[src/rtl/rtc_bus_pkg.sv]
// Shared types and constants for the RTC parallel-bus controller.
package rtc_bus_pkg;

  localparam int CNT_W = 4;

  localparam int T_SETUP_DEF = 2;
  localparam int T_PULSE_DEF = 4;
  localparam int T_HOLD_DEF  = 2;
  localparam int T_GAP_DEF   = 3;

  localparam logic       CS_IDLE  = 1'b1;
  localparam logic       RD_IDLE  = 1'b1;
  localparam logic       WR_IDLE  = 1'b1;
  localparam logic       AD_IDLE  = 1'b0;
  localparam logic [7:0] BUS_IDLE = 8'h00;

  typedef enum logic [3:0] {
    IDLE, A_SETUP, A_STROBE, A_HOLD, GAP, D_SETUP, D_STROBE, D_HOLD, DONE
  } state_t;

  // Counter preload for a phase lasting 'cycles' clocks (expires on the last one).
  function automatic logic [CNT_W-1:0] phase_load(input int cycles);
    return CNT_W'(cycles - 1);
  endfunction

endpackage

[src/rtl/rtc_bus_ctrl_phase_timer.sv]
// Load/decrement phase counter; expire pulses in the last cycle of a loaded phase.
module phase_timer
  import rtc_bus_pkg::*;
(
  input  logic             clk,
  input  logic             rst,
  input  logic             load,
  input  logic [CNT_W-1:0] load_val,
  output logic             expire
);

  logic [CNT_W-1:0] cnt;
  logic             active;

  always_ff @(posedge clk) begin
    if (rst) begin
      cnt    <= '0;
      active <= 1'b0;
    end else if (load) begin
      cnt    <= load_val;
      active <= 1'b1;
    end else if (expire) begin
      active <= 1'b0;
    end else if (cnt != '0) begin
      cnt <= cnt - 1'b1;
    end
  end

  assign expire = active && (cnt == '0);

endmodule

[src/rtl/rtc_bus_ctrl.sv]
// Sequences one address phase and one data phase on the multiplexed RTC bus per request.
// state    | meaning
// IDLE     | waiting for Acceso
// A_SETUP  | CS_n low, address driven
// A_STROBE | WR_n low latches address
// A_HOLD   | address held after strobe
// GAP      | CS_n high between phases
// D_SETUP  | CS_n low, data driven (write) or bus released (read)
// D_STROBE | WR_n or RD_n low
// D_HOLD   | bus held after strobe
// DONE     | FRW pulse
module rtc_bus_ctrl
  import rtc_bus_pkg::*;
#(
  parameter int T_SETUP = T_SETUP_DEF,
  parameter int T_PULSE = T_PULSE_DEF,
  parameter int T_HOLD  = T_HOLD_DEF,
  parameter int T_GAP   = T_GAP_DEF
) (
  input  logic       CLK,
  input  logic       RST,
  input  logic       Acceso,
  input  logic       Mod,
  input  logic [6:0] Dir,
  input  logic [7:0] Wdata,
  output logic [7:0] Rdata,
  output logic       FRW,
  output logic       Busy,
  output logic       CS_n,
  output logic       RD_n,
  output logic       WR_n,
  output logic       A_D,
  output logic [7:0] AD_out,
  output logic       AD_oe,
  input  logic [7:0] AD_in
);

  state_t           state, state_n;
  logic             expire, load, accept;
  logic [CNT_W-1:0] load_val;
  logic             mod_q, mod_sel;
  logic [6:0]       dir_q, dir_sel;
  logic [7:0]       wd_q, wd_sel;
  logic             cs_nx, rd_nx, wr_nx, ad_nx, oe_nx, frw_nx;
  logic [7:0]       out_nx;

  phase_timer u_timer (
    .clk     (CLK),
    .rst     (RST),
    .load    (load),
    .load_val(load_val),
    .expire  (expire)
  );

  assign accept  = (state == IDLE) && Acceso;
  // Outputs are computed for the state being entered, so the accept edge uses live inputs.
  assign mod_sel = accept ? Mod   : mod_q;
  assign dir_sel = accept ? Dir   : dir_q;
  assign wd_sel  = accept ? Wdata : wd_q;

  always_comb begin
    state_n = state;
    unique case (state)
      IDLE:     if (Acceso) state_n = A_SETUP;
      A_SETUP:  if (expire) state_n = A_STROBE;
      A_STROBE: if (expire) state_n = A_HOLD;
      A_HOLD:   if (expire) state_n = GAP;
      GAP:      if (expire) state_n = D_SETUP;
      D_SETUP:  if (expire) state_n = D_STROBE;
      D_STROBE: if (expire) state_n = D_HOLD;
      D_HOLD:   if (expire) state_n = DONE;
      DONE:     if (expire) state_n = IDLE;
      default:  state_n = IDLE;
    endcase

    load = (state_n != state) && (state_n != IDLE);
    unique case (state_n)
      A_SETUP, D_SETUP:   load_val = phase_load(T_SETUP);
      A_STROBE, D_STROBE: load_val = phase_load(T_PULSE);
      A_HOLD, D_HOLD:     load_val = phase_load(T_HOLD);
      GAP:                load_val = phase_load(T_GAP);
      default:            load_val = phase_load(1);
    endcase

    cs_nx  = CS_IDLE;
    rd_nx  = RD_IDLE;
    wr_nx  = WR_IDLE;
    ad_nx  = AD_IDLE;
    oe_nx  = 1'b0;
    out_nx = BUS_IDLE;
    frw_nx = 1'b0;
    unique case (state_n)
      A_SETUP, A_STROBE, A_HOLD: begin
        cs_nx  = 1'b0;
        oe_nx  = 1'b1;
        out_nx = {1'b0, dir_sel};
        wr_nx  = (state_n != A_STROBE);
      end
      GAP: ad_nx = 1'b1;
      D_SETUP, D_STROBE, D_HOLD: begin
        cs_nx = 1'b0;
        ad_nx = 1'b1;
        if (mod_sel) begin
          oe_nx  = 1'b1;
          out_nx = wd_sel;
          wr_nx  = (state_n != D_STROBE);
        end else begin
          rd_nx = (state_n != D_STROBE);
        end
      end
      DONE:    frw_nx = 1'b1;
      default: ;
    endcase
  end

  always_ff @(posedge CLK) begin
    if (RST) begin
      state  <= IDLE;
      mod_q  <= 1'b0;
      dir_q  <= '0;
      wd_q   <= '0;
      Rdata  <= '0;
      FRW    <= 1'b0;
      Busy   <= 1'b0;
      CS_n   <= CS_IDLE;
      RD_n   <= RD_IDLE;
      WR_n   <= WR_IDLE;
      A_D    <= AD_IDLE;
      AD_out <= BUS_IDLE;
      AD_oe  <= 1'b0;
    end else begin
      state <= state_n;
      if (accept) begin
        mod_q <= Mod;
        dir_q <= Dir;
        wd_q  <= Wdata;
      end
      if (state == D_STROBE && expire && !mod_q) Rdata <= AD_in;
      FRW    <= frw_nx;
      Busy   <= (state_n != IDLE);
      CS_n   <= cs_nx;
      RD_n   <= rd_nx;
      WR_n   <= wr_nx;
      A_D    <= ad_nx;
      AD_out <= out_nx;
      AD_oe  <= oe_nx;
    end
  end

endmodule
[config.mk]
export PLATFORM = sky130hd
export DESIGN_NAME = rtc_bus_ctrl
export DESIGN_NICKNAME = d
export VERILOG_FILES = /design/src/rtl/rtc_bus_pkg.sv /design/src/rtl/rtc_bus_ctrl_phase_timer.sv /design/src/rtl/rtc_bus_ctrl.sv
export SDC_FILE = /design/constraint.sdc
export NUM_CORES = 1
export LEC_CHECK = 0
export BUFFER_PORTS_ARGS = -buffer_cell sky130_fd_sc_hd__buf_2
export CORE_MARGIN = 1.5
export CORE_UTILIZATION = 40
export CTS_CLUSTER_SIZE = 40
export DETAILED_ROUTE_END_ITERATION = 6
export GPL_TIMING_DRIVEN = 0
export PLACE_DENSITY = 0.68
export RECOVER_POWER = 50
export SYNTH_ARGS = -nofsm -noshare
export SYNTH_HDL_FRONTEND = slang
export SYNTH_HIERARCHICAL = 1
export SYNTH_SLANG_ARGS = --single-unit
[constraint.sdc]
create_clock -name CLK -period 2.41 [get_ports CLK]
set_input_delay 0.241 -clock CLK [delete_from_list [all_inputs] [get_ports CLK]]
set_output_delay 0.241 -clock CLK [all_outputs]
set_load 0.1 [all_outputs]
Word level (Yosys, flattened, before mapping)
Index checks and enable logic that the tools add are counted.

Logic and storage cells: 85. Register bits after elaboration: 48. Output and inout port bits: 23.

Reduce and logical (&&, ||, !) cells: 20. Muxes and demuxes: 28. Eq/ne operators: 20. Bitwise gates (word level): 1. Add/subtract/negate cells: 1.

Operators by type and width (count): 4-bit 2-to-1 mux (12); 4-bit case mux with 9 select lines (1); 4-bit by 3-bit == test with 1-bit output (second input constant) (8); 4-bit by 2-bit == test with 1-bit output (second input constant) (4); 8-bit 2-to-1 mux (2); 8-bit case mux with 2 select lines (1); 3-bit OR reduction (3); 4-bit by 1-bit == test with 1-bit output (second input constant) (2); 4-bit == test (second input constant) (2); 4-bit zero test (2); 1-bit 2-to-1 mux (8); 4-bit nonzero test (2); 4-bit OR reduction (2); 7-bit 2-to-1 mux (1); 2-bit case mux with 3 select lines (1); 6-bit OR reduction (1); 1-bit logical AND (5); 4-bit by 2-bit != test with 1-bit output (second input constant) (1); 4-bit by 3-bit != test with 1-bit output (second input constant) (1); 4-bit != test (1); 1-bit case mux with 2 select lines (2); 2-bit nonzero test (2); 4-bit by 1-bit subtractor with 4-bit output (second input constant) (1); 2-bit by 1-bit != test with 1-bit output (second input constant) (1); 4 further kinds (4).

Logic depth before layout (Yosys ltp)
Gate-level depths: netlist (run 1).

Depth in word-level cells: 8. Mapped depth: 10. Depth with buffers taken out: 9.

Hierarchy
Netlist (run 1), hierarchy kept.

By module, submodules not included: rtc_bus_ctrl (cells each 161, sequential area each 860.8 µm², instances 1, area an instance 1690.4 µm²); phase_timer (cells each 33, sequential area each 100.1 µm², instances 1, area an instance 286.5 µm²).

Worst setup path before layout (run 1)
OpenSTA, ideal clock, no wires.

Path kind: register to register. From: register u_timer.cnt[0]. To: register u_timer.cnt[0]. Slack: 336 ps. Clock period less this slack: 2074 ps. Required time: 2327 ps. Arrival: 1992 ps. Path buffers: 2. Stages on the path, launching flop included: 11. Setup time: 83 ps. Cells stage by stage: dfxtp_1 -> inv_1 -> ha_1 -> nor3b_1 -> and2_1 -> buf_2 -> mux2i_1 -> nor2_1 -> clkbuf_1 -> or4_1 -> o221ai_1.

Word-level cells in the longest chain between the ends: 8. Elaborated cells between the ends (all ways): 32. Those cells by class: add/sub: 1; eq/ne: 9; mux: 13; reduce/logical: 9.

Ends and longest elaborated chain: from (decl) (RTL line rtc_bus_ctrl_phase_timer.sv:12) `logic [CNT_W-1:0] cnt;`; from (signal assigned) (RTL line rtc_bus_ctrl_phase_timer.sv:20) `cnt <= load_val;`; from (signal assigned) (RTL line rtc_bus_ctrl_phase_timer.sv:25) `cnt <= cnt - 1'b1;`; 4-bit zero test * (RTL line rtc_bus_ctrl_phase_timer.sv:29) `assign expire = active && (cnt == '0);`; 1-bit logical AND * (RTL line rtc_bus_ctrl_phase_timer.sv:29); via expire (RTL line rtc_bus_ctrl.sv:39) `logic expire, load, accept;`; 4-bit 2-to-1 mux, or another cell as far along (RTL line rtc_bus_ctrl.sv:72) `DONE: if (expire) state_n = IDLE;`; 4-bit case mux with 9 select lines * (RTL line rtc_bus_ctrl.sv:63) `unique case (state)`; 4-bit != test / 4-bit nonzero test (equally long branches) (RTL line rtc_bus_ctrl.sv:76) `load = (state_n != state) && (state_n != IDLE);`; 1-bit logical AND * (RTL line rtc_bus_ctrl.sv:76); via load (RTL line rtc_bus_ctrl.sv:39); 2-bit by 1-bit != test with 1-bit output (no source line) / 2-bit nonzero test (equally long branches); 2-bit AND reduction (no source line).

The timed path passes the listed nets; every way through them passes the cells marked *. The select of a mux whose other input is x is not followed. A chain may end at the register's enable or synchronous reset.

Worst setup path in the final report (run 1)
Ends and elaborated chain as after synthesis.

==> results of run 1 <==
[area by class of cell]
cell class                      count  area, sq um
Tap cell                           67         83.8
Multi-Input combinational cell    130          935
Timing Repair Buffer               50          224
Fill cell                         480         2380
Clock buffer                        6         82.6
Sequential cell                    48          961
Buffer                             13         65.1
Inverter                            4         15.0
Clock inverter                      1         8.76
[timing repair]
action | CTS | global route
resized for setup | 0 | 5
endpoints found under the setup margin | 0 | 21
buffers inserted | 0 | 1
[metrics by stage]
stage / hold WS, ns / util / std cells
after detailed placement: 0.477 / 0.486 / 311
after CTS: 0.168 / 0.505 / 318
after global routing: 0.186 / 0.499 / 319
final: 0.175 / 0.499 / 319
after floorplan: 0.303 / - / 195
after global placement: 0.469 / 0.486 / 311
[worst reg2reg max path, cell delays in order (launching register included)]
cell and delay (ns):
sky130_fd_sc_hd__dfxtp_1 0.36, sky130_fd_sc_hd__inv_1 0.08, sky130_fd_sc_hd__ha_1 0.23, sky130_fd_sc_hd__nor3b_2 0.17, sky130_fd_sc_hd__and2_2 0.23, sky130_fd_sc_hd__buf_2 0.18, sky130_fd_sc_hd__mux2i_1 0.13, sky130_fd_sc_hd__nor2_1 0.05
sky130_fd_sc_hd__buf_2 0.17, sky130_fd_sc_hd__or4_1 0.51, sky130_fd_sc_hd__o221ai_1 0.08
[final timing paths]
check                   end  slack (ns)
max          u_timer/cnt[0]        0.13
min                Rdata[0]        0.18
max reg2reg  u_timer/cnt[0]        0.13
min reg2reg  u_timer/active        0.49
[sequential cells by signal, indices dropped and copies added, names as in the netlist]
register / flops
state: 4
u_timer/active: 1
wd_q: 8
RD_n: 1
WR_n: 1
A_D: 1
Busy: 1
mod_q: 1
AD_oe: 1
FRW: 1
dir_q: 7
CS_n: 1
AD_out: 8
Rdata: 8
u_timer/cnt: 4
[cells in the final DEF, fill, tap and decap left out, types with 2 or more instances in the layout]
cell type,netlist,routed
sky130_fd_sc_hd__a21oi_1,8,8
sky130_fd_sc_hd__buf_2,6,33
sky130_fd_sc_hd__clkbuf_1,5,28
sky130_fd_sc_hd__clkbuf_8,0,6
sky130_fd_sc_hd__conb_1,1,2
sky130_fd_sc_hd__dfxtp_1,48,48
sky130_fd_sc_hd__ha_1,2,2
sky130_fd_sc_hd__inv_1,4,4
sky130_fd_sc_hd__mux2i_1,28,28
sky130_fd_sc_hd__nand2_1,4,4
sky130_fd_sc_hd__nand3_1,1,2
sky130_fd_sc_hd__nand4_1,2,2
sky130_fd_sc_hd__nand4_2,2,2
sky130_fd_sc_hd__nor2_1,33,33
sky130_fd_sc_hd__nor3_1,9,9
sky130_fd_sc_hd__o21a_1,2,2
sky130_fd_sc_hd__o32ai_1,7,7
sky130_fd_sc_hd__or3_1,2,2
sky130_fd_sc_hd__xnor2_1,2,2
[synth_stat cells, types with 2 or more instances]
cell type                  instances
sky130_fd_sc_hd__a21oi_1           8
sky130_fd_sc_hd__nand4_1           2
sky130_fd_sc_hd__inv_1             4
sky130_fd_sc_hd__or3_1             2
sky130_fd_sc_hd__mux2i_1          28
sky130_fd_sc_hd__o21a_1            2
sky130_fd_sc_hd__buf_2             6
sky130_fd_sc_hd__buf_6             2
sky130_fd_sc_hd__nand2_1           4
sky130_fd_sc_hd__nor2_1           33
sky130_fd_sc_hd__nor3_1            9
sky130_fd_sc_hd__dfxtp_1          48
sky130_fd_sc_hd__o32ai_1           7
sky130_fd_sc_hd__xnor2_1           2
sky130_fd_sc_hd__ha_1              2
sky130_fd_sc_hd__clkbuf_1          5
sky130_fd_sc_hd__nand4_2           2
[report_power, final]
group / internal (mW) / total (mW) / switching, mW
Sequential: 0.871 / 0.916 / 0.0442
Clock: 0.229 / 0.491 / 0.262
Combinational: 0.251 / 0.631 / 0.380
[cells by family after synthesis]
| family | count (synthesis) |
|---|---|
| AOI/OAI and AO/OA | 27 |
| other | 1 |
| muxes | 31 |
| buffers and inverters | 17 |
| xor gates and xnor gates | 3 |
| DFF | 48 |
| and+or+nand+nor | 65 |
| adders and majority gates | 2 |
[layer usage]
layer / routed length (microns) / GRT usage
met1: 1960 / 0.204
met2: 1880 / 0.265
met3: 175 / 0.0466
met4: 51 / 0.0432
met5: 0 / 0
==> summary.log, run 1 <==
[floorplanning] die footprint 5370 sq um
[yosys] XOR/XNOR Fraction of Synth Area 0.0133
[power_and_ir_drop] total power 2.04 mW
[yosys] EDFF count, synth 0
[place] total half-perimeter wirelength after legalization and detailed placement 2870 microns
[critical_path] Most Frequent Cell on Critical Path sky130_fd_sc_hd__buf_2
[clock_network] clock root buffer master sky130_fd_sc_hd__clkbuf_8
[place] gp weighted congestion 0.845
[yosys] dominant combinational cell family by area after synthesis simple AND/OR/NAND/NOR gates
[floorplanning] site row count 25
[yosys] cell type with the highest aggregate area in the netlist sky130_fd_sc_hd__dfxtp_1
[global_routing] vias in the first global route 1,500
[yosys] gate count after technology mapping 194
[yosys] proportion of netlist area held by the largest area contributor 0.486
[critical_path] launching element type of the critical path register
[clock_network] CTS tree done
[power_and_ir_drop] leakage dissipation 1.07 nW
[floorplanning] number of I/O pins 50
[sta] RSZ-0062 raised after global routing true
[sta] Highest Clock Rate 0.438 GHz
[yosys] fraction of the mapped netlist area in simple logic gates 0.170
[critical_path] worst reg2reg path depth 10
[min_path] hold wc startpoint AD_in[0]
[global_routing] number of antenna violations at the first check in global routing 0
[layout] fraction of layout cells with a size suffix above 1 0.214
[detailed_routing] via density per instance 4.92
[place] number of buffers inserted by port buffering 49
[sta] part of the cycle the worst path needs 0.947
[sta] fin worst setup slack 0.129 ns
[critical_path] worst setup path startpoint u_timer/cnt[0]
[clock_network] # clock sinks 48
[detailed_routing] routed length per placed instance 12.7 microns
[critical_path] number of stages on the worst setup path 10
[layout] diode insertion count for antenna repair 0
[global_routing] wire length of the first global-routing pass 6710 microns
[critical_path] WP buf/inv 3
[floorplanning] effective utilization at floorplan 0.416
[global_routing] global-route total usage across every layer 0.160
[sta] shortest clock period the worst path allows after layout 2.28 ns
[sta] total negative slack 0 ns
[critical_path] cell chain of the critical path inv_1 > ha_1 > nor3b_2 > and2_2 > buf_2 > mux2i_1 > nor2_1 > buf_2 > or4_1 > o221ai_1
[yosys] arithmetic-cell share of the synthesized area counting full adders, half adders and majority gates 0.0127
[clock_network] maximum clock path buffer count 2
[power_and_ir_drop] power density cells 858 nW/um^2
[yosys] part of the Yosys area used for sequential elements 0.486
[critical_path] endpoint kind of the worst setup timing path register
[yosys] fraction of the mapped netlist area in compound gates 0.111
[yosys] most used flip-flop cell after synthesis sky130_fd_sc_hd__dfxtp_1
[clock_network] number of buffers inserted during clock tree synthesis 5
[detailed_routing] routed vias 1,569
[critical_path] start-to-end type of the worst setup path register to register
[detailed_routing] remaining antenna violation count 0
[floorplanning] Floorplan Core Area 4750 sq um
[yosys] multiplexer share of the synthesized area 0.161
[yosys] fraction of synthesis flops using an asynchronous set or reset pin 0
[place] post-placement cell area 2310 sq um
[detailed_routing] DRC viols 0
[critical_path] CP Max Fanout 10
[yosys] mean post-synth cell area 10.2 sq um
[min_path] Hold Crit Depth 3
[yosys] leading post-synthesis cells by cell area sky130_fd_sc_hd__dfxtp_1 (49%), sky130_fd_sc_hd__mux2i_1 (14%), sky130_fd_sc_hd__nor2_1 (6.3%)
[clock_network] number of hold buffers added after CTS 0
[critical_path] Worst Path Required 2.63 ns
[sta] transition time at the pin with the least slew margin 1.19 ns
[detailed_routing] DRC marker count from the first detailed-route iteration 65
[detailed_routing] total wirelength of the detailed-routed design 4060 microns
[status] status completed
[sta] final number of setup-violating endpoints 0
[critical_path] cell with the biggest individual delay on the critical path sky130_fd_sc_hd__or4_1
[critical_path] Reg2Reg Launch Point u_timer/cnt[0]
[detailed_routing] number of optimization iterations in the first detailed-route pass 4
[clock_network] clock transition at the register clock pins on the worst setup and hold paths after CTS 0.08 ns
[yosys] summed instance area of the synthesized netlist 1980 sq um
[clock_network] deepest level of the CTS H-tree 2
[sta] max-slew violation count 0
[critical_path] endpoint arrival time on the critical path 2.50 ns
[flow_run] max-capacitance violation count 0
[floorplanning] die extent in x 73.3 microns
[yosys] Yosys cell types 45
[power_and_ir_drop] maximum ir drop on the vdd rail 0.534 mV
[sta] final hold violation count 0
[sta] skew final 0.00212 ns
[clock_network] Clk Latency, worst-skew pair 0.29 ns
[critical_path] kind of cell adding the most delay to the critical path simple AND/OR/NAND/NOR gates
[layout] post-layout net count 281
[global_routing] maximum number of pins on one net before global-route repair 15
[place] Post-Place Setup Slack 0.0812 ns
[global_routing] global-route congestion overflow total 0
[layout] cell area after layout 2370 sq um
[layout] area delta synth->final 20.1%
[critical_path] Max stage delay on crit path 0.51 ns
[sta] slew margin rel. 0.212
[yosys] count of yosys warnings during synthesis 6
[floorplanning] floorplan die height 73.3 microns
[yosys] post-synthesis register bit count 48
[min_path] Tightest Hold Check Type input pin to register
Power figures use the tool's default switching activity.
==> run 2: changes to the inputs <==
Settings changed: ABC_AREA from default to 1.
==> summary.log, run 2 <==
[layout] largest registers AD_out x8, Rdata x8, wd_q x8
[layout] area delta synth->final 26.1%
[floorplanning] site row count 26
[yosys] EDFF count, synth 0
[detailed_routing] routed vias 1,977
[global_routing] global-route congestion overflow total 0
[critical_path] cell chain of the critical path inv_2 > ha_4 > nand2_1 > nor2_4 > nand3_2 > o21ai_2 > a21oi_4 > inv_4 > nand2_1 > nor2_4 > nor2_4 > buf_4 > o21ai_1 > nand2_1 > a21oi_1
[yosys] post-synthesis register bit count 48
[floorplanning] die footprint 5650 sq um
[yosys] count of yosys warnings during synthesis 6
[place] placed cells 403
[detailed_routing] DRC viols 0
[layout] Cell Count, Final, Fillers Out 419
[sta] part of the cycle the worst path needs 0.916
[sta] final hold violation count 0
[detailed_routing] DRC marker count from the first detailed-route iteration 64
[place] total half-perimeter wirelength after legalization and detailed placement 3360 microns
[critical_path] CP Max Fanout 7
[detailed_routing] remaining antenna violation count 0
[layout] combined area of the multi-input logic cells 1000 sq um
[yosys] most frequent cell after synthesis sky130_fd_sc_hd__nand2_1
[global_routing] met1 track demand over resource 0.221
[critical_path] kind of cell adding the most delay to the critical path simple AND/OR/NAND/NOR gates
[critical_path] start-to-end type of the worst setup path register to register
[floorplanning] floorplan die height 75.2 microns
[critical_path] Max stage delay on crit path 0.34 ns
[power_and_ir_drop] power density cells 1010 nW/um^2
[floorplanning] effective utilization at floorplan 0.411
[global_routing] Global Route met3 Usage 0.0388
[sta] shortest clock period the worst path allows after layout 2.21 ns
[critical_path] endpoint arrival time on the critical path 2.43 ns
[global_routing] vias in the first global route 1,727
[power_and_ir_drop] leakage dissipation 1.14 nW
[sta] max-slew violation count 0
[sta] final number of setup-violating endpoints 0
[yosys] summed instance area of the synthesized netlist 2080 sq um
[layout] post-layout net count 377
[layout] most used cells in the layout excluding fill and tap cells sky130_fd_sc_hd__nand2_1 (56), sky130_fd_sc_hd__dfxtp_1 (47), sky130_fd_sc_hd__nor2_1 (46)
[critical_path] WP buf/inv 3
[critical_path] endpoint kind of the worst setup timing path register
[floorplanning] Floorplan Core Area 5070 sq um
[clock_network] maximum clock path buffer count 2
[yosys] cell type with the highest aggregate area in the netlist sky130_fd_sc_hd__dfxtp_1
[power_and_ir_drop] maximum ir drop on the vdd rail 0.511 mV
[sta] slew margin rel. 0.218
[yosys] mean post-synth cell area 7.37 sq um
[detailed_routing] routed length per placed instance 11.3 microns
[yosys] Yosys cell types 29
[yosys] most used flip-flop cell after synthesis sky130_fd_sc_hd__dfxtp_1
[yosys] part of the Yosys area used for sequential elements 0.461
[yosys] leading post-synthesis cells by cell area sky130_fd_sc_hd__dfxtp_1 (46%), sky130_fd_sc_hd__nand2_1 (10%), sky130_fd_sc_hd__nor2_1 (8.8%)
[flow_run] max-capacitance violation count 0
[clock_network] clock root buffer master sky130_fd_sc_hd__clkbuf_8
[yosys] fraction of synthesis flops using an asynchronous set or reset pin 0
[clock_network] number of buffers inserted during clock tree synthesis 5
[yosys] gate count after technology mapping 283
[critical_path] cell with the biggest individual delay on the critical path sky130_fd_sc_hd__dfxtp_2
[detailed_routing] via density per instance 4.72
[detailed_routing] total wirelength of the detailed-routed design 4750 microns
[sta] transition time at the pin with the least slew margin 1.18 ns
[yosys] most instantiated cells after synthesis sky130_fd_sc_hd__nand2_1 (57), sky130_fd_sc_hd__nor2_1 (49), sky130_fd_sc_hd__dfxtp_1 (48)
[critical_path] launching element type of the critical path register
[sta] Highest Clock Rate 0.453 GHz
[sta] RSZ-0062 raised after global routing true
[layout] sequential cell area 962 sq um
[critical_path] Worst Path Required 2.64 ns
[place] number of buffers inserted by port buffering 49
[layout] most common cell after layout, fill and taps aside sky130_fd_sc_hd__nand2_1
[layout] fill cell total of the finished layout 532
[clock_network] Clk Latency, worst-skew pair 0.30 ns
[clock_network] # clock sinks 48
[global_routing] number of antenna violations at the first check in global routing 0
[global_routing] grt met2 use 0.282
[global_routing] maximum number of pins on one net before global-route repair 16
[global_routing] global-route total usage across every layer 0.175
[sta] skew final 0.00565 ns
[status] status completed
[floorplanning] number of I/O pins 50
[global_routing] most utilized layer in the global route result met2
[detailed_routing] number of optimization iterations in the first detailed-route pass 4
[min_path] Tightest Hold Check Type input pin to register
[clock_network] deepest level of the CTS H-tree 2
[place] gp weighted congestion 0.915
[layout] fraction of layout cells with a size suffix above 1 0.223
[clock_network] clock transition at the register clock pins on the worst setup and hold paths after CTS 0.09 ns
[clock_network] CTS tree done
[floorplanning] die extent in x 75.2 microns
[place] Post-Place Setup Slack -0.317 ns
[global_routing] wire length of the first global-routing pass 7490 microns
[yosys] proportion of netlist area held by the largest area contributor 0.461
[sta] fin worst setup slack 0.204 ns
[layout] diode insertion count for antenna repair 0
## run 2: worst min-delay path, cell delays in order
cell	delay, ns
sky130_fd_sc_hd__buf_2	0.07
sky130_fd_sc_hd__o21ai_0	0.07
sky130_fd_sc_hd__nor2_1	0.07
## run 2: metal layers
layer  up-vias  routed length, microns  share of wire
li1       1036                       -              -
met1       886                    2200           0.46
met2        44                    2240           0.47
met3        11                     170          0.036
met4         0                     133          0.028
met5         -                       0              0
## run 2: area by class of cell
| cell class | instances | area share |
|---|---|---|
| plain buffers | 9 | 0.0262 |
| clock buffers | 6 | 0.0314 |
| clock inverters | 2 | 0.0148 |
| inverters | 28 | 0.0409 |
| multi-input cells | 199 | 0.382 |
| flip-flops and latches | 48 | 0.366 |
| well taps | 70 | 0.0333 |
| repair buffers | 57 | 0.105 |
## run 2: kinds of logic (layout without fill, tap and decap cells)
family	Yosys count	count (layout)	share of synthesized area
AND/OR/NAND/NOR	150	150	0.325
adder cells (fa/ha/maj)	2	2	0.0120
buffers and inverters	37	102	0.0846
other	1	2	0.00180
AO/OA/AOI/OAI	45	45	0.115
flip-flops	48	48	0.461
## run 2: path summary, 6_finish.rpt
path                  start        endpoint  slack [ns]  depth (start not counted)
min                AD_in[6]        Rdata[6]        0.19                          3
max reg2reg  u_timer/cnt[0]  u_timer/cnt[0]        0.20                         15
min reg2reg        dir_q[6]        dir_q[6]        0.48                          2
max          u_timer/cnt[0]  u_timer/cnt[0]        0.20                         15
## run 2: stage by stage
step                      instance area [sq um]  TNS, ns  hold WS, ns  total power, mW  utilization
final                                      2630        0        0.186             2.67        0.518
after CTS                                  2570        0        0.177             2.60        0.506
after global routing                       2630        0        0.192             2.85        0.518
after detailed placement                   2420    -1.29        0.454             1.95        0.477
after global placement                     2420    -1.07        0.446             1.94        0.477
after floorplan                            2090        0        0.310             1.76            -
## run 2: power by group
part	total [mW]	internal [mW]	switching, mW
combinational	1.10	0.344	0.754
clock	0.605	0.339	0.266
sequential	0.964	0.907	0.0575
total	2.67	1.59	1.08
## run 2: repair_timing
| item | CTS | global route |
|---|---|---|
| buffers inserted | 1 | 7 |
| pin swaps | 1 | 8 |
| hold buffers | 0 | 0 |
| gates resized for setup | 5 | 16 |
| endpoints found under the setup margin | 5 | 5 |
| hold endpoints to repair | 0 | 0 |
==> run 3: changes to the inputs <==
==> constraint.sdc (replaced) <==
create_clock -name CLK -period 2.41 [get_ports CLK]
set_input_delay 0.482 -clock CLK [delete_from_list [all_inputs] [get_ports CLK]]
set_output_delay 0.482 -clock CLK [all_outputs]
set_load 0.1 [all_outputs]
==> summary.log, run 3 (same netlist as run 2, synthesis figures left out) <==
[detailed_routing] via density per instance 4.73
[critical_path] Worst Path Required 2.64 ns
[clock_network] number of hold buffers added after CTS 0
[floorplanning] Floorplan Core Area 5070 sq um
[floorplanning] effective utilization at floorplan 0.411
[floorplanning] floorplan die height 75.2 microns
[critical_path] worst setup path startpoint u_timer/cnt[0]
[place] total half-perimeter wirelength after legalization and detailed placement 3360 microns
[sta] max-slew violation count 0
[place] number of buffers inserted by port buffering 49
[critical_path] Max stage delay on crit path 0.34 ns
[layout] fill cell total of the finished layout 524
[clock_network] number of buffers inserted during clock tree synthesis 5
[layout] largest registers AD_out x8, Rdata x8, wd_q x8
[global_routing] vias in the first global route 1,727
[sta] skew final 0.00553 ns
[flow_run] max-capacitance violation count 0
[detailed_routing] routed length per placed instance 11.3 microns
[critical_path] worst reg2reg path depth 15
[layout] diode insertion count for antenna repair 0
[place] gp weighted congestion 0.915
[critical_path] number of stages on the worst setup path 15
[global_routing] wire length of the first global-routing pass 7490 microns
[critical_path] kind of cell adding the most delay to the critical path simple AND/OR/NAND/NOR gates
[global_routing] maximum number of pins on one net before global-route repair 16
[clock_network] clock root buffer master sky130_fd_sc_hd__clkbuf_8
[power_and_ir_drop] power density cells 1010 nW/um^2
[sta] RSZ-0062 raised after global routing true
[detailed_routing] DRC marker count from the first detailed-route iteration 61
[place] post-placement cell area 2420 sq um
[power_and_ir_drop] leakage dissipation 1.23 nW
[clock_network] CTS tree done
[critical_path] worst r2r dst u_timer/cnt[0]
[critical_path] Critical Path End u_timer/cnt[0]
[sta] part of the cycle the worst path needs 0.916
[detailed_routing] remaining antenna violation count 0
[floorplanning] die extent in x 75.2 microns
[power_and_ir_drop] maximum ir drop on the vdd rail 0.511 mV
[layout] fraction of layout cells with a size suffix above 1 0.289
[layout] most common cell after layout, fill and taps aside sky130_fd_sc_hd__nand2_1
[detailed_routing] routed vias 1,982
[layout] area delta synth->final 27.5%
[critical_path] start-to-end type of the worst setup path register to register
[critical_path] endpoint kind of the worst setup timing path register
[min_path] Tightest Hold Check Type input pin to register
[clock_network] # clock sinks 48
[detailed_routing] total wirelength of the detailed-routed design 4730 microns
[floorplanning] number of I/O pins 50
[clock_network] maximum clock path buffer count 2
[global_routing] global-route total usage across every layer 0.175
[floorplanning] site row count 26
[critical_path] Reg2Reg Launch Point u_timer/cnt[0]
[sta] shortest clock period the worst path allows after layout 2.21 ns
[min_path] hold wc startpoint AD_in[6]
[layout] Cell Count, Final, Fillers Out 419
[critical_path] worst reg2reg setup slack 0.20 ns
[sta] final number of setup-violating endpoints 0
[clock_network] clock transition at the register clock pins on the worst setup and hold paths after CTS 0.09 ns
[sta] Highest Clock Rate 0.453 GHz
[status] status completed
[critical_path] cell chain of the critical path inv_2 > ha_4 > nand2_1 > nor2_4 > nand3_2 > o21ai_2 > a21oi_4 > inv_4 > nand2_1 > nor2_4 > nor2_4 > buf_4 > o21ai_1 > nand2_1 > a21oi_1
[detailed_routing] number of optimization iterations in the first detailed-route pass 4
[clock_network] deepest level of the CTS H-tree 2
[floorplanning] die footprint 5650 sq um
[critical_path] CP Max Fanout 7
[layout] most used cells in the layout excluding fill and tap cells sky130_fd_sc_hd__nand2_1 (56), sky130_fd_sc_hd__buf_2 (50), sky130_fd_sc_hd__dfxtp_1 (47)
[global_routing] global-route congestion overflow total 0
[layout] cell area after layout 2660 sq um
[sta] fin worst setup slack 0.203 ns
[critical_path] WP buf/inv 3
[critical_path] launching element type of the critical path register
[place] placed cells 403
[layout] post-layout net count 377
[place] Post-Place Setup Slack -0.317 ns
[detailed_routing] DRC viols 0
[global_routing] number of antenna violations at the first check in global routing 0
[critical_path] cell with the biggest individual delay on the critical path sky130_fd_sc_hd__dfxtp_2
[clock_network] Clk Latency, worst-skew pair 0.30 ns
[critical_path] endpoint arrival time on the critical path 2.43 ns
[sta] final hold violation count 0
-- run 3: cell types whose count changed in the layout (fill, tap and decap cells not counted) --
cell and change:
sky130_fd_sc_hd__clkbuf_1 -23, sky130_fd_sc_hd__buf_2 +23
-- run 3: report_power, final --
part	switching [mW]	internal, mW
Combinational	0.756	0.353
Clock	0.266	0.339
Sequential	0.0565	0.907
Total	1.08	1.60
-- run 3: worst min path at each step --
stage	endpoint	slack (ns)	depth (start not counted)
2_1_floorplan	u_timer/active	0.43	2
3_3_place_gp	u_timer/active	0.45	2
3_5_place_dp	u_timer/active	0.45	2
4_1_cts	Rdata[0]	0.42	3
5_1_grt	Rdata[6]	0.43	3
6_report	Rdata[6]	0.43	3
-- run 3: per-stage QoR --
step	total power, mW	hold slack (ns)	setup TNS, ns	util
finish	2.68	0.425	0	0.524
global route	2.86	0.433	0	0.524
CTS	2.60	0.418	0	0.506
detailed placement	1.95	0.454	-1.29	0.477
global placement	1.94	0.446	-1.07	0.477
floorplan	1.76	0.429	0	-
-- run 3: final cells by class --
cell class / count / area [sq um] / area share
Inverter: 28 / 108 / 0.0405
Buffer: 9 / 68.8 / 0.0259
Timing Repair Buffer: 57 / 305 / 0.115
Multi-Input combinational cell: 199 / 1000 / 0.378
Tap cell: 70 / 87.6 / 0.0330
Clock inverter: 2 / 38.8 / 0.0146
Clock buffer: 6 / 82.6 / 0.0311
Sequential cell: 48 / 962 / 0.362
-- run 3: repair_timing --
item                       in CTS  in global routing
pin swaps                       1                  8
buffers inserted                1                  7
setup endpoints to repair       5                  5
resized for setup               5                 16
-- run 3: metal layers --
metal  up-vias  track usage  part of all wire
met5         -            0                 0
met4         0       0.0893             0.028
met3        11       0.0388             0.041
met2        52        0.282              0.47
met1       883        0.221              0.46
li1       1036            -                 -
-- run 3: worst register-to-register path: cells and delay by family, from the launching register on --
family,cells,cell delay [ns]
and+or+nand+nor,7,0.78
AOI/OAI and AO/OA,4,0.54
DFF,1,0.34
buffers and inverters,3,0.31
adders and majority gates,1,0.16
